`src/rtl/dw_fifo_responder_if.sv`:
```
// Dw data-bus bundle between the uniciclo core (master) and a memory-mapped responder (slave).
interface dw_fifo_responder_if;
    logic        DwReadEnable;
    logic        DwWriteEnable;
    logic [3:0]  DwByteEnable;
    logic [31:0] DwAddress;
    logic [31:0] DwWriteData;
    logic [31:0] DwReadData;

    modport master (
        output DwReadEnable,
        output DwWriteEnable,
        output DwByteEnable,
        output DwAddress,
        output DwWriteData,
        input  DwReadData
    );

    modport slave (
        input  DwReadEnable,
        input  DwWriteEnable,
        input  DwByteEnable,
        input  DwAddress,
        input  DwWriteData,
        output DwReadData
    );
endinterface

```
`src/rtl/dw_fifo_responder.sv`:
```
// Dw bus responder exposing a byte-wide TX FIFO (CPU -> consumer) and RX FIFO (producer -> CPU).
// Read data is combinational; every side effect commits on the next rising iCLK edge.
// Optional feature: define DWFIFO_LOOPBACK_EN to implement CTRL[2] (TX -> RX internal loopback).
module dw_fifo_responder #(
    parameter logic [31:0] BASE_ADDR  = 32'hFF20_0000,
    parameter int          DEPTH_LOG2 = 4
) (
    input  logic                 iCLK,
    input  logic                 iRST_N,
    dw_fifo_responder_if.slave   dw,
    output logic                 oTxValid,
    output logic [7:0]           oTxData,
    input  logic                 iTxReady,
    input  logic                 iRxValid,
    input  logic [7:0]           iRxData,
    output logic                 oIRQ
);
    localparam int DEPTH = 1 << DEPTH_LOG2;
    localparam int CW    = DEPTH_LOG2 + 1;

    typedef logic [DEPTH_LOG2-1:0] ptr_t;
    typedef logic [CW-1:0]         cnt_t;

    localparam cnt_t FULL_CNT = cnt_t'(DEPTH);

    localparam logic [1:0] OFF_DATA   = 2'd0;
    localparam logic [1:0] OFF_STATUS = 2'd1;
    localparam logic [1:0] OFF_CTRL   = 2'd2;

    // Storage (never reset) and control state
    logic [7:0] tx_mem_q [DEPTH];
    logic [7:0] rx_mem_q [DEPTH];

    ptr_t tx_wr_ptr_q, tx_wr_ptr_d, tx_rd_ptr_q, tx_rd_ptr_d;
    ptr_t rx_wr_ptr_q, rx_wr_ptr_d, rx_rd_ptr_q, rx_rd_ptr_d;
    cnt_t tx_cnt_q, tx_cnt_d, rx_cnt_q, rx_cnt_d;
    logic tx_ovf_q, tx_ovf_d, rx_ovf_q, rx_ovf_d;
    logic irq_en_q, irq_en_d;
    logic irq_q, irq_d;

    // Decoded bus and FIFO handshake terms
    logic       sel;
    logic [1:0] off;
    logic       tx_empty, tx_full, rx_empty, rx_full;
    logic [7:0] tx_head, rx_head, rx_wdata;
    logic       lb_mode, lb_move;
    logic       tx_push_req, tx_push, tx_pop, tx_ovf_set;
    logic       rx_push_req, rx_push, rx_pop, rx_ovf_set;
    logic       ctrl_wr, ovf_clr;
    logic [31:0] status_word, ctrl_word;
    logic       unused_bits;

    assign unused_bits = ^{dw.DwAddress[1:0], dw.DwByteEnable[3:1], dw.DwWriteData[31:2]};

`ifdef DWFIFO_LOOPBACK_EN
    logic lb_q, lb_d;

    assign lb_mode = lb_q;

    // Loopback enable bit of CTRL
    always_comb begin
        lb_d = lb_q;
        if (ctrl_wr) lb_d = dw.DwWriteData[2];
    end

    // Loopback enable register
    always_ff @(posedge iCLK or negedge iRST_N) begin
        if (!iRST_N) lb_q <= 1'b0;
        else         lb_q <= lb_d;
    end
`else
    assign lb_mode = 1'b0;
`endif

    // Address decode, FIFO flags, push/pop arbitration and next-state computation
    always_comb begin
        sel = (dw.DwAddress[31:4] == BASE_ADDR[31:4]);
        off = dw.DwAddress[3:2];

        tx_empty = (tx_cnt_q == '0);
        tx_full  = (tx_cnt_q == FULL_CNT);
        rx_empty = (rx_cnt_q == '0);
        rx_full  = (rx_cnt_q == FULL_CNT);
        tx_head  = tx_mem_q[tx_rd_ptr_q];
        rx_head  = rx_mem_q[rx_rd_ptr_q];

        // In loopback the external consumer sees nothing; bytes move TX -> RX internally
        oTxValid = !tx_empty && !lb_mode;
        oTxData  = tx_head;
        lb_move  = lb_mode && !tx_empty && !rx_full;

        tx_pop      = (oTxValid && iTxReady) || lb_move;
        tx_push_req = dw.DwWriteEnable && sel && (off == OFF_DATA) && dw.DwByteEnable[0];
        // A pop in the same cycle frees a slot, so a full FIFO still accepts the push
        tx_push     = tx_push_req && (!tx_full || tx_pop);
        tx_ovf_set  = tx_push_req && !tx_push;

        rx_pop      = dw.DwReadEnable && sel && (off == OFF_DATA) && !rx_empty;
        rx_push_req = lb_mode ? lb_move : iRxValid;
        rx_push     = rx_push_req && (!rx_full || rx_pop);
        rx_ovf_set  = rx_push_req && !rx_push;
        rx_wdata    = lb_mode ? tx_head : iRxData;

        ctrl_wr = dw.DwWriteEnable && sel && (off == OFF_CTRL) && dw.DwByteEnable[0];
        ovf_clr = ctrl_wr && dw.DwWriteData[1];

        tx_wr_ptr_d = tx_push ? ptr_t'(tx_wr_ptr_q + 1'b1) : tx_wr_ptr_q;
        tx_rd_ptr_d = tx_pop  ? ptr_t'(tx_rd_ptr_q + 1'b1) : tx_rd_ptr_q;
        rx_wr_ptr_d = rx_push ? ptr_t'(rx_wr_ptr_q + 1'b1) : rx_wr_ptr_q;
        rx_rd_ptr_d = rx_pop  ? ptr_t'(rx_rd_ptr_q + 1'b1) : rx_rd_ptr_q;

        tx_cnt_d = tx_cnt_q;
        if (tx_push && !tx_pop)      tx_cnt_d = cnt_t'(tx_cnt_q + 1'b1);
        else if (!tx_push && tx_pop) tx_cnt_d = cnt_t'(tx_cnt_q - 1'b1);

        rx_cnt_d = rx_cnt_q;
        if (rx_push && !rx_pop)      rx_cnt_d = cnt_t'(rx_cnt_q + 1'b1);
        else if (!rx_push && rx_pop) rx_cnt_d = cnt_t'(rx_cnt_q - 1'b1);

        // Setting an overflow flag takes priority over a simultaneous clear
        tx_ovf_d = (tx_ovf_q && !ovf_clr) || tx_ovf_set;
        rx_ovf_d = (rx_ovf_q && !ovf_clr) || rx_ovf_set;

        irq_en_d = ctrl_wr ? dw.DwWriteData[0] : irq_en_q;
        irq_d    = irq_en_q && (!rx_empty || rx_ovf_q || tx_ovf_q);
    end

    // Combinational read-back mux; zero whenever the access is not a selected read
    always_comb begin
        status_word = {8'd0, 8'(tx_cnt_q), 8'(rx_cnt_q),
                       2'b00, tx_ovf_q, rx_ovf_q, tx_full, tx_empty, rx_full, rx_empty};
        ctrl_word   = {29'd0, lb_mode, 1'b0, irq_en_q};
        dw.DwReadData = 32'd0;
        if (dw.DwReadEnable && sel) begin
            case (off)
                OFF_DATA:   dw.DwReadData = rx_empty ? 32'd0 : {24'd0, rx_head};
                OFF_STATUS: dw.DwReadData = status_word;
                OFF_CTRL:   dw.DwReadData = ctrl_word;
                default:    dw.DwReadData = 32'd0;
            endcase
        end
    end

    // Control state: pointers, counts, flags, CTRL and the registered interrupt
    always_ff @(posedge iCLK or negedge iRST_N) begin
        if (!iRST_N) begin
            tx_wr_ptr_q <= '0;
            tx_rd_ptr_q <= '0;
            rx_wr_ptr_q <= '0;
            rx_rd_ptr_q <= '0;
            tx_cnt_q    <= '0;
            rx_cnt_q    <= '0;
            tx_ovf_q    <= 1'b0;
            rx_ovf_q    <= 1'b0;
            irq_en_q    <= 1'b0;
            irq_q       <= 1'b0;
        end else begin
            tx_wr_ptr_q <= tx_wr_ptr_d;
            tx_rd_ptr_q <= tx_rd_ptr_d;
            rx_wr_ptr_q <= rx_wr_ptr_d;
            rx_rd_ptr_q <= rx_rd_ptr_d;
            tx_cnt_q    <= tx_cnt_d;
            rx_cnt_q    <= rx_cnt_d;
            tx_ovf_q    <= tx_ovf_d;
            rx_ovf_q    <= rx_ovf_d;
            irq_en_q    <= irq_en_d;
            irq_q       <= irq_d;
        end
    end

    // FIFO storage writes; contents deliberately survive reset
    always_ff @(posedge iCLK) begin
        if (tx_push) tx_mem_q[tx_wr_ptr_q] <= dw.DwWriteData[7:0];
        if (rx_push) rx_mem_q[rx_wr_ptr_q] <= rx_wdata;
    end

    assign oIRQ = irq_q;

endmodule
```
`src/flat_wrapper.sv`:
```
// flat-port wrapper written by rule: the top's interface ports become plain ports
module dw_fifo_responder_flat 
#(
    parameter logic [31:0] BASE_ADDR  = 32'hFF20_0000,
    parameter int          DEPTH_LOG2 = 4
)
  (iCLK, iRST_N, oTxValid, oTxData, iTxReady, iRxValid, iRxData, oIRQ, dw_DwReadEnable, dw_DwWriteEnable, dw_DwByteEnable, dw_DwAddress, dw_DwWriteData, dw_DwReadData);
  dw_fifo_responder_if dw_i ();
  input  logic iCLK;
  input  logic iRST_N;
  output logic oTxValid;
  output logic [7:0] oTxData;
  input  logic iTxReady;
  input  logic iRxValid;
  input  logic [7:0] iRxData;
  output logic oIRQ;
  input wire logic [$bits(dw_i.DwReadEnable)-1:0] dw_DwReadEnable;
  input wire logic [$bits(dw_i.DwWriteEnable)-1:0] dw_DwWriteEnable;
  input wire logic [$bits(dw_i.DwByteEnable)-1:0] dw_DwByteEnable;
  input wire logic [$bits(dw_i.DwAddress)-1:0] dw_DwAddress;
  input wire logic [$bits(dw_i.DwWriteData)-1:0] dw_DwWriteData;
  output wire logic [$bits(dw_i.DwReadData)-1:0] dw_DwReadData;
  assign dw_i.DwReadEnable = dw_DwReadEnable;
  assign dw_i.DwWriteEnable = dw_DwWriteEnable;
  assign dw_i.DwByteEnable = dw_DwByteEnable;
  assign dw_i.DwAddress = dw_DwAddress;
  assign dw_i.DwWriteData = dw_DwWriteData;
  assign dw_DwReadData = dw_i.DwReadData;
  dw_fifo_responder #(.BASE_ADDR(BASE_ADDR), .DEPTH_LOG2(DEPTH_LOG2)) u_core (.iCLK(iCLK), .iRST_N(iRST_N), .dw(dw_i), .oTxValid(oTxValid), .oTxData(oTxData), .iTxReady(iTxReady), .iRxValid(iRxValid), .iRxData(iRxData), .oIRQ(oIRQ));
endmodule
```
`config.mk`:
```
export PLATFORM = sky130hd
export DESIGN_NAME = dw_fifo_responder_flat
export DESIGN_NICKNAME = d
export VERILOG_FILES = /design/src/rtl/dw_fifo_responder_if.sv /design/src/rtl/dw_fifo_responder.sv /design/src/flat_wrapper.sv
export SDC_FILE = /design/constraint.sdc
export NUM_CORES = 1
export LEC_CHECK = 0
export BUFFER_PORTS_ARGS = -buffer_cell sky130_fd_sc_hd__clkbuf_2
export CAP_MARGIN = 20
export CORE_MARGIN = 2
export CORE_UTILIZATION = 30
export DETAILED_ROUTE_END_ITERATION = 12
export HOLD_SLACK_MARGIN = 0.06
export SETUP_SLACK_MARGIN = 0.02
export SLEW_MARGIN = 20
export SYNTH_ARGS = -nofsm -noshare
export SYNTH_HDL_FRONTEND = slang
export SYNTH_SLANG_ARGS = --single-unit
```
`constraint.sdc`:
```
create_clock -name iCLK -period 3 [get_ports iCLK]
set_input_delay 0.75 -clock iCLK [delete_from_list [all_inputs] [get_ports iCLK]]
set_output_delay 0.75 -clock iCLK [all_outputs]
set_load 0.01 [all_outputs]
```
## Yosys cells after proc, flatten, opt, wreduce, memory -nomap -nowiden

Memories as Yosys holds them, arrays and structs flattened.
Index checks and enable logic that the tools add are counted.

- Register bits after elaboration: 30
- Bits in latches: 0
- Memory bits (writable): 256
- Bits in read-only memories: 0
- Input bits: 82
- Output and inout bits: 42
- Memories kept: 2

- $add $sub $neg: 8
- Multiply operators: 0
- Divide/modulo/power cells: 0
- Magnitude comparators: 0
- Equality and inequality tests: 5
- Shifts and indexed selects: 0
- Mux-type cells: 11
- Bitwise logic cells: 0
- Reduce and logical (&&, ||, !) cells: 41

Memory list:

| name | words | bits a word | read ports | clocked after Yosys merged registers in | wr ports | RTL line | RTL |
|---|---|---|---|---|---|---|---|
| u_core.rx_mem_q | 16 | 8 | 1 | 0 | 1 | dw_fifo_responder.sv:32 | `logic [7:0] rx_mem_q [DEPTH];` |
| u_core.tx_mem_q | 16 | 8 | 1 | 0 | 1 | dw_fifo_responder.sv:31 | `logic [7:0] tx_mem_q [DEPTH];` |

Operator list:

| kind | number |
|---|---|
| $pmux 32 s3 | 1 |
| $mux 32 | 1 |
| $eq 28x28->1 const B | 1 |
| $logic_and 1x1->1 | 21 |
| $mux 5 | 4 |
| $add 4x1->4 const B | 4 |
| $add 5x1->5 const B | 2 |
| $eq 5x5->1 const B | 2 |
| $logic_not 5->1 | 2 |
| $sub 5x1->5 const B | 2 |
| $logic_not 1->1 | 9 |
| $mux 8 | 1 |
| $logic_or 1x1->1 | 6 |
| $mux 1 | 4 |
| $reduce_bool 2->1 | 2 |
| $eq 2x1->1 const B | 1 |
| $eq 2x2->1 const B | 1 |
| $logic_not 2->1 | 1 |

## Longest topological paths before layout

- Depth after elaboration: 10
- Depth in mapped cells: 14

## Worst setup path before layout

OpenSTA, ideal clock, no wires.

- Path kind: input to register
- Start point: in dw_DwAddress[16]
- End point: reg u_core.rx_cnt_q[4]
- Arrival: 3.241 ns
- Required time: 2.875 ns
- Setup slack: -0.366 ns
- Stages on the path: 13
- Buffers on the path: 0
- Cells stage by stage: nor4b_4 nand4_4 nor4_4 o21ai_2 inv_1 ha_1 inv_1 fa_1 a21o_1 a21oi_1 xnor2_1 nor2_1 xor2_1

- Cells in the longest elaborated chain, start to end: 9
- Elaborated cells between the ends (all ways): 12
- Classes of those cells: eq/ne: 1; mux: 1; reduce/logical: 10

Ends and longest elaborated chain:

| element | RTL line | RTL |
|---|---|---|
| from (decl) | flat_wrapper.sv:20 | `input wire logic [$bits(dw_i.DwAddress)-1:0] dw_DwAddress;` |
| $eq 28x28->1 * | dw_fifo_responder.sv:77 | `sel = (dw.DwAddress[31:4] == BASE_ADDR[31:4]);` |
| $logic_and 1x1->1 * (3 in series) | dw_fifo_responder.sv:98 | `rx_pop = dw.DwReadEnable && sel && (off == OFF_DATA) && !rx_empty;` |
| $logic_or 1x1->1 * | dw_fifo_responder.sv:100 | `rx_push = rx_push_req && (!rx_full \|\| rx_pop);` |
| $logic_and 1x1->1 * | dw_fifo_responder.sv:100 |  |
| net u_core.rx_push | dw_fifo_responder.sv:48 | `logic rx_push_req, rx_push, rx_pop, rx_ovf_set;` |
| $logic_not 1->1 | dw_fifo_responder.sv:118 | `else if (!rx_push && rx_pop) rx_cnt_d = cnt_t'(rx_cnt_q - 1'b1);` |
| $logic_and 1x1->1 | dw_fifo_responder.sv:118 |  |
| $reduce_bool 2->1 (no line) | -- |  |
| to (signal assigned) | dw_fifo_responder.sv:163 | `rx_cnt_q <= rx_cnt_d;` |
| to (decl) | dw_fifo_responder.sv:36 | `cnt_t tx_cnt_q, tx_cnt_d, rx_cnt_q, rx_cnt_d;` |

The timed path passes the listed nets; every way through them passes the cells marked *.
A chain may end at the register's enable or synchronous reset.

## Worst setup path after layout

- Start point: reg u_core.rx_rd_ptr_q[0]
- End point: out dw_DwReadData[7]

- Cells in the longest elaborated chain, start to end: 4

Ends and longest elaborated chain:

| element | RTL line | RTL |
|---|---|---|
| from (decl) | dw_fifo_responder.sv:35 | `ptr_t rx_wr_ptr_q, rx_wr_ptr_d, rx_rd_ptr_q, rx_rd_ptr_d;` |
| from (signal assigned) | dw_fifo_responder.sv:161 | `rx_rd_ptr_q <= rx_rd_ptr_d;` |
| $mem_v2 16x8 | -- |  |
| $mux 8 | dw_fifo_responder.sv:136 | `OFF_DATA: dw.DwReadData = rx_empty ? 32'd0 : {24'd0, rx_head};` |
| $pmux 32 s3 | dw_fifo_responder.sv:135 | `case (off)` |
| $mux 32 | dw_fifo_responder.sv:134 | `if (dw.DwReadEnable && sel) begin` |
| to (decl) | flat_wrapper.sv:22 | `output wire logic [$bits(dw_i.DwReadData)-1:0] dw_DwReadData;` |

Every way passes these cells.

==> flow_summary.json <==
{
  "status": "complete, but fails checks",
  "failed_checks": "setup timing",
  "die_w_um": 204,
  "worstSkewPairLatency_ns": 0.54,
  "p_clk_frac": 0.394,
  "layout_setup_ws_ns": -0.253,
  "final.min_clock_period_ns": 3.25,
  "first_iter_violations": 326,
  "fin_cells": 1369,
  "start_kind": "flop",
  "grt_overflow": 0,
  "antenna_found_initial": 0,
  "finalSetupViolCount": 16,
  "port_buffers": 80,
  "yosysSeqAreaShare": 0.701,
  "reg2reg_slack_ns": 0.23,
  "wirelength_um": 25000,
  "cts_max_level": 1,
  "routedWlPerCell_um": 18.3,
  "switchingPower_mw": 2.10,
  "power_density_nw_per_um2": 618,
  "cp.arrival_ns": 2.50,
  "avgSynthCellArea_sq_um": 18.7,
  "leakagePower_nw": 5.26,
  "design.die.area_sq_um": 41800,
  "die_height_um": 204,
  "synth-edff-count": 256,
  "ios": 124,
  "cts_hold_buf": 0,
  "grt_pass1_vias": 6440,
  "grt_use_total": 0.119,
  "drtAntennaViolNets": 0,
  "final_area_sq_um": 15200,
  "slew_viol_final": 0,
  "crit_type": "reg2out",
  "drive_gt1_frac": 0.435,
  "place_area_sq_um": 13700,
  "synthArstFlopShare": 0.105,
  "fin_nets": 925,
  "synthFlopType": "edfxtp_1",
  "rsz0062_at_grt": "true",
  "end_kind": "output pin",
  "cts-root-buf": "clkbuf_16",
  "grt_pass1_wl_um": 38300,
  "initial_core_util": 0.304,
  "coreArea_sq_um": 39600,
  "clockBufferDepth": 3,
  "yosysWarnings": 0,
  "synth_cell_types": 56,
  "syn_area_sq_um": 12000,
  "placed_cells": 1298,
  "syn_to_final_growth_pct": 26.1,
  "vias": 6309,
  "crit_required_ns": 2.25,
  "cts_tree": "done",
  "max-vdd-ir-drop_mv": 0.467,
  "hold_path_class": "in2async",
  "timing.final.hold_violations": 0,
  "ys_ff_latch": 286,
  "numCtsBuffers": 29,
  "p_comb_frac": 0.105,
  "clock_sinks": 286,
  "synth_cells": 645,
  "fmax_mhz": 307,
  "internal_power_mw": 7.29,
  "crit_fanout": 6,
  "cap_violations": 0,
  "place.gp.congestion": 0.782,
  "grt_max_degree": 35,
  "std_cell_rows": 73,
  "drc_errors": 0,
  "diodes": 0,
  "dp_hpwl_um": 16800,
  "netSwitchingFraction": 0.224,
  "dr.pass1.iters": 7,
  "worst_slew_pin_slew_ns": 0.805,
  "finalCritPeriodShare": 1.08,
  "fin_skew_ns": 0.00920,
  "clk_pin_slew_ns": 0.06,
  "avgViaCountPerCell": 4.61,
  "seqPwrFrac": 0.501,
  "relSlewSlack": 0.463
}
[per-stage QoR]
stage / util / TNS, ns / power, mW / hold WS [ns] / setup slack (ns)
final: 0.383 / -2.59 / 9.39 / 0.292 / -0.253
after global routing: 0.383 / -3.78 / 9.78 / 0.347 / -0.317
after CTS: 0.377 / -3.27 / 9.47 / 0.305 / -0.284
after detailed placement: 0.345 / -1.37 / 5.74 / 0.513 / -0.210
after global placement: 0.345 / -1.65 / 5.71 / 0.513 / -0.221
after floorplan: - / -0.415 / 5.35 / 0.454 / -0.309
[flip-flops by register name, indices dropped and copies added, names as in the netlist, 4 cells and up]
name,flops
u_core.tx_mem_q,128
u_core.tx_rd_ptr_q,4
u_core.rx_rd_ptr_q,4
u_core.tx_wr_ptr_q,4
u_core.tx_cnt_q,5
u_core.rx_cnt_q,5
u_core.rx_mem_q,128
u_core.rx_wr_ptr_q,4
[final cells by class]
type / instances / area, sq um
sequential: 286 / 8440
inverter: 18 / 70.1
clock buffer: 37 / 776
timing repair buffer: 177 / 1430
tap: 525 / 657
fill: 3656 / 24500
clock inverter: 15 / 206
multi-input combinational: 311 / 3610
[routing by layer]
metal	share of wire	up-vias	global-route usage
li1	-	2901	-
met1	0.45	3271	0.163
met2	0.50	103	0.200
met3	0.033	34	0.0218
met4	0.020	0	0.0236
met5	0	-	0
[power by group through the flow]
stage	Sequential (mW)	Combinational [mW]	Clock, mW
after global routing	4.73	1.09	3.96
after floorplan	4.76	0.585	0
after CTS	4.70	0.970	3.79
after global placement	4.77	0.933	0
final	4.70	0.983	3.70
after detailed placement	4.78	0.953	0
[cells by family after synthesis]
kind of cell	Yosys count	share of synthesized area
muxes	79	0.142
adders and majority gates	20	0.0220
and+or+nand+nor	139	0.0730
DFF	286	0.701
other	1	0.000311
xor gates and xnor gates	21	0.0153
buffers and inverters	61	0.0253
AOI/OAI and AO/OA	38	0.0216
[synth_stat cells, types with 4 or more instances]
| cell | count | area (sq um) |
|---|---|---|
| a21oi_1 | 5 | 25.0 |
| a22oi_1 | 5 | 37.5 |
| and2_1 | 20 | 125 |
| buf_2 | 7 | 35.0 |
| buf_4 | 16 | 120 |
| clkbuf_1 | 16 | 60.1 |
| dfrtp_1 | 30 | 751 |
| edfxtp_1 | 256 | 7690 |
| ha_1 | 18 | 225 |
| inv_1 | 18 | 67.6 |
| mux4_2 | 73 | 1640 |
| nand2_1 | 29 | 109 |
| nand2b_1 | 7 | 43.8 |
| nand3_1 | 17 | 85.1 |
| nand4_1 | 5 | 31.3 |
| nor2_1 | 13 | 48.8 |
| nor3_1 | 17 | 85.1 |
| nor3_2 | 4 | 40.0 |
| nor4_4 | 5 | 106 |
| o21ai_0 | 9 | 45.0 |
| xnor2_1 | 15 | 131 |
| xor2_1 | 6 | 52.6 |
[timing repair]
item                                    4_1_cts  5_1_grt
buffers inserted                             11        5
gates cloned                                  5        1
gates resized for setup                      21       62
pin swaps                                    12       24
hold endpoints to repair                      0        0
endpoints found under the setup margin       26       30
[cells in the final DEF, fill, tap and decap left out, types with 8 or more instances in the layout]
master     count
and2_1        10
and2_4         9
buf_12         8
buf_4         82
buf_6         16
clkbuf_16     30
clkbuf_2      62
conb_1        14
dfrtp_1       28
edfxtp_1     256
ha_1          13
inv_1         15
mux4_2        73
nand2_1       27
nand3_1       10
nor2_1        13
nor3_1        11
nor3_2        10
xnor2_1       15
[critical path, stage by stage, from the launching register on]
cell     delay [ns]
dfrtp_2        0.49
buf_12         0.18
mux4_2         0.52
mux4_2         0.48
and3_4         0.17
buf_8          0.12
[path summary, 6_finish.rpt]
check / start / to / cells after the start
worst max-delay path: u_core.rx_rd_ptr_q[0] / dw_DwReadData[7] / 5
worst min-delay path: iRST_N / u_core.tx_cnt_q[0] / 1
worst max register to register: u_core.tx_cnt_q[0] / u_core.tx_cnt_q[4] / 12
worst min register to register: u_core.rx_cnt_q[4] / u_core.rx_cnt_q[4] / 1
max in group asynchronous: iRST_N / u_core.rx_rd_ptr_q[0] / 1
min in group iCLK: u_core.rx_cnt_q[4] / u_core.rx_cnt_q[4] / 1
Power figures use the tool's default switching activity.
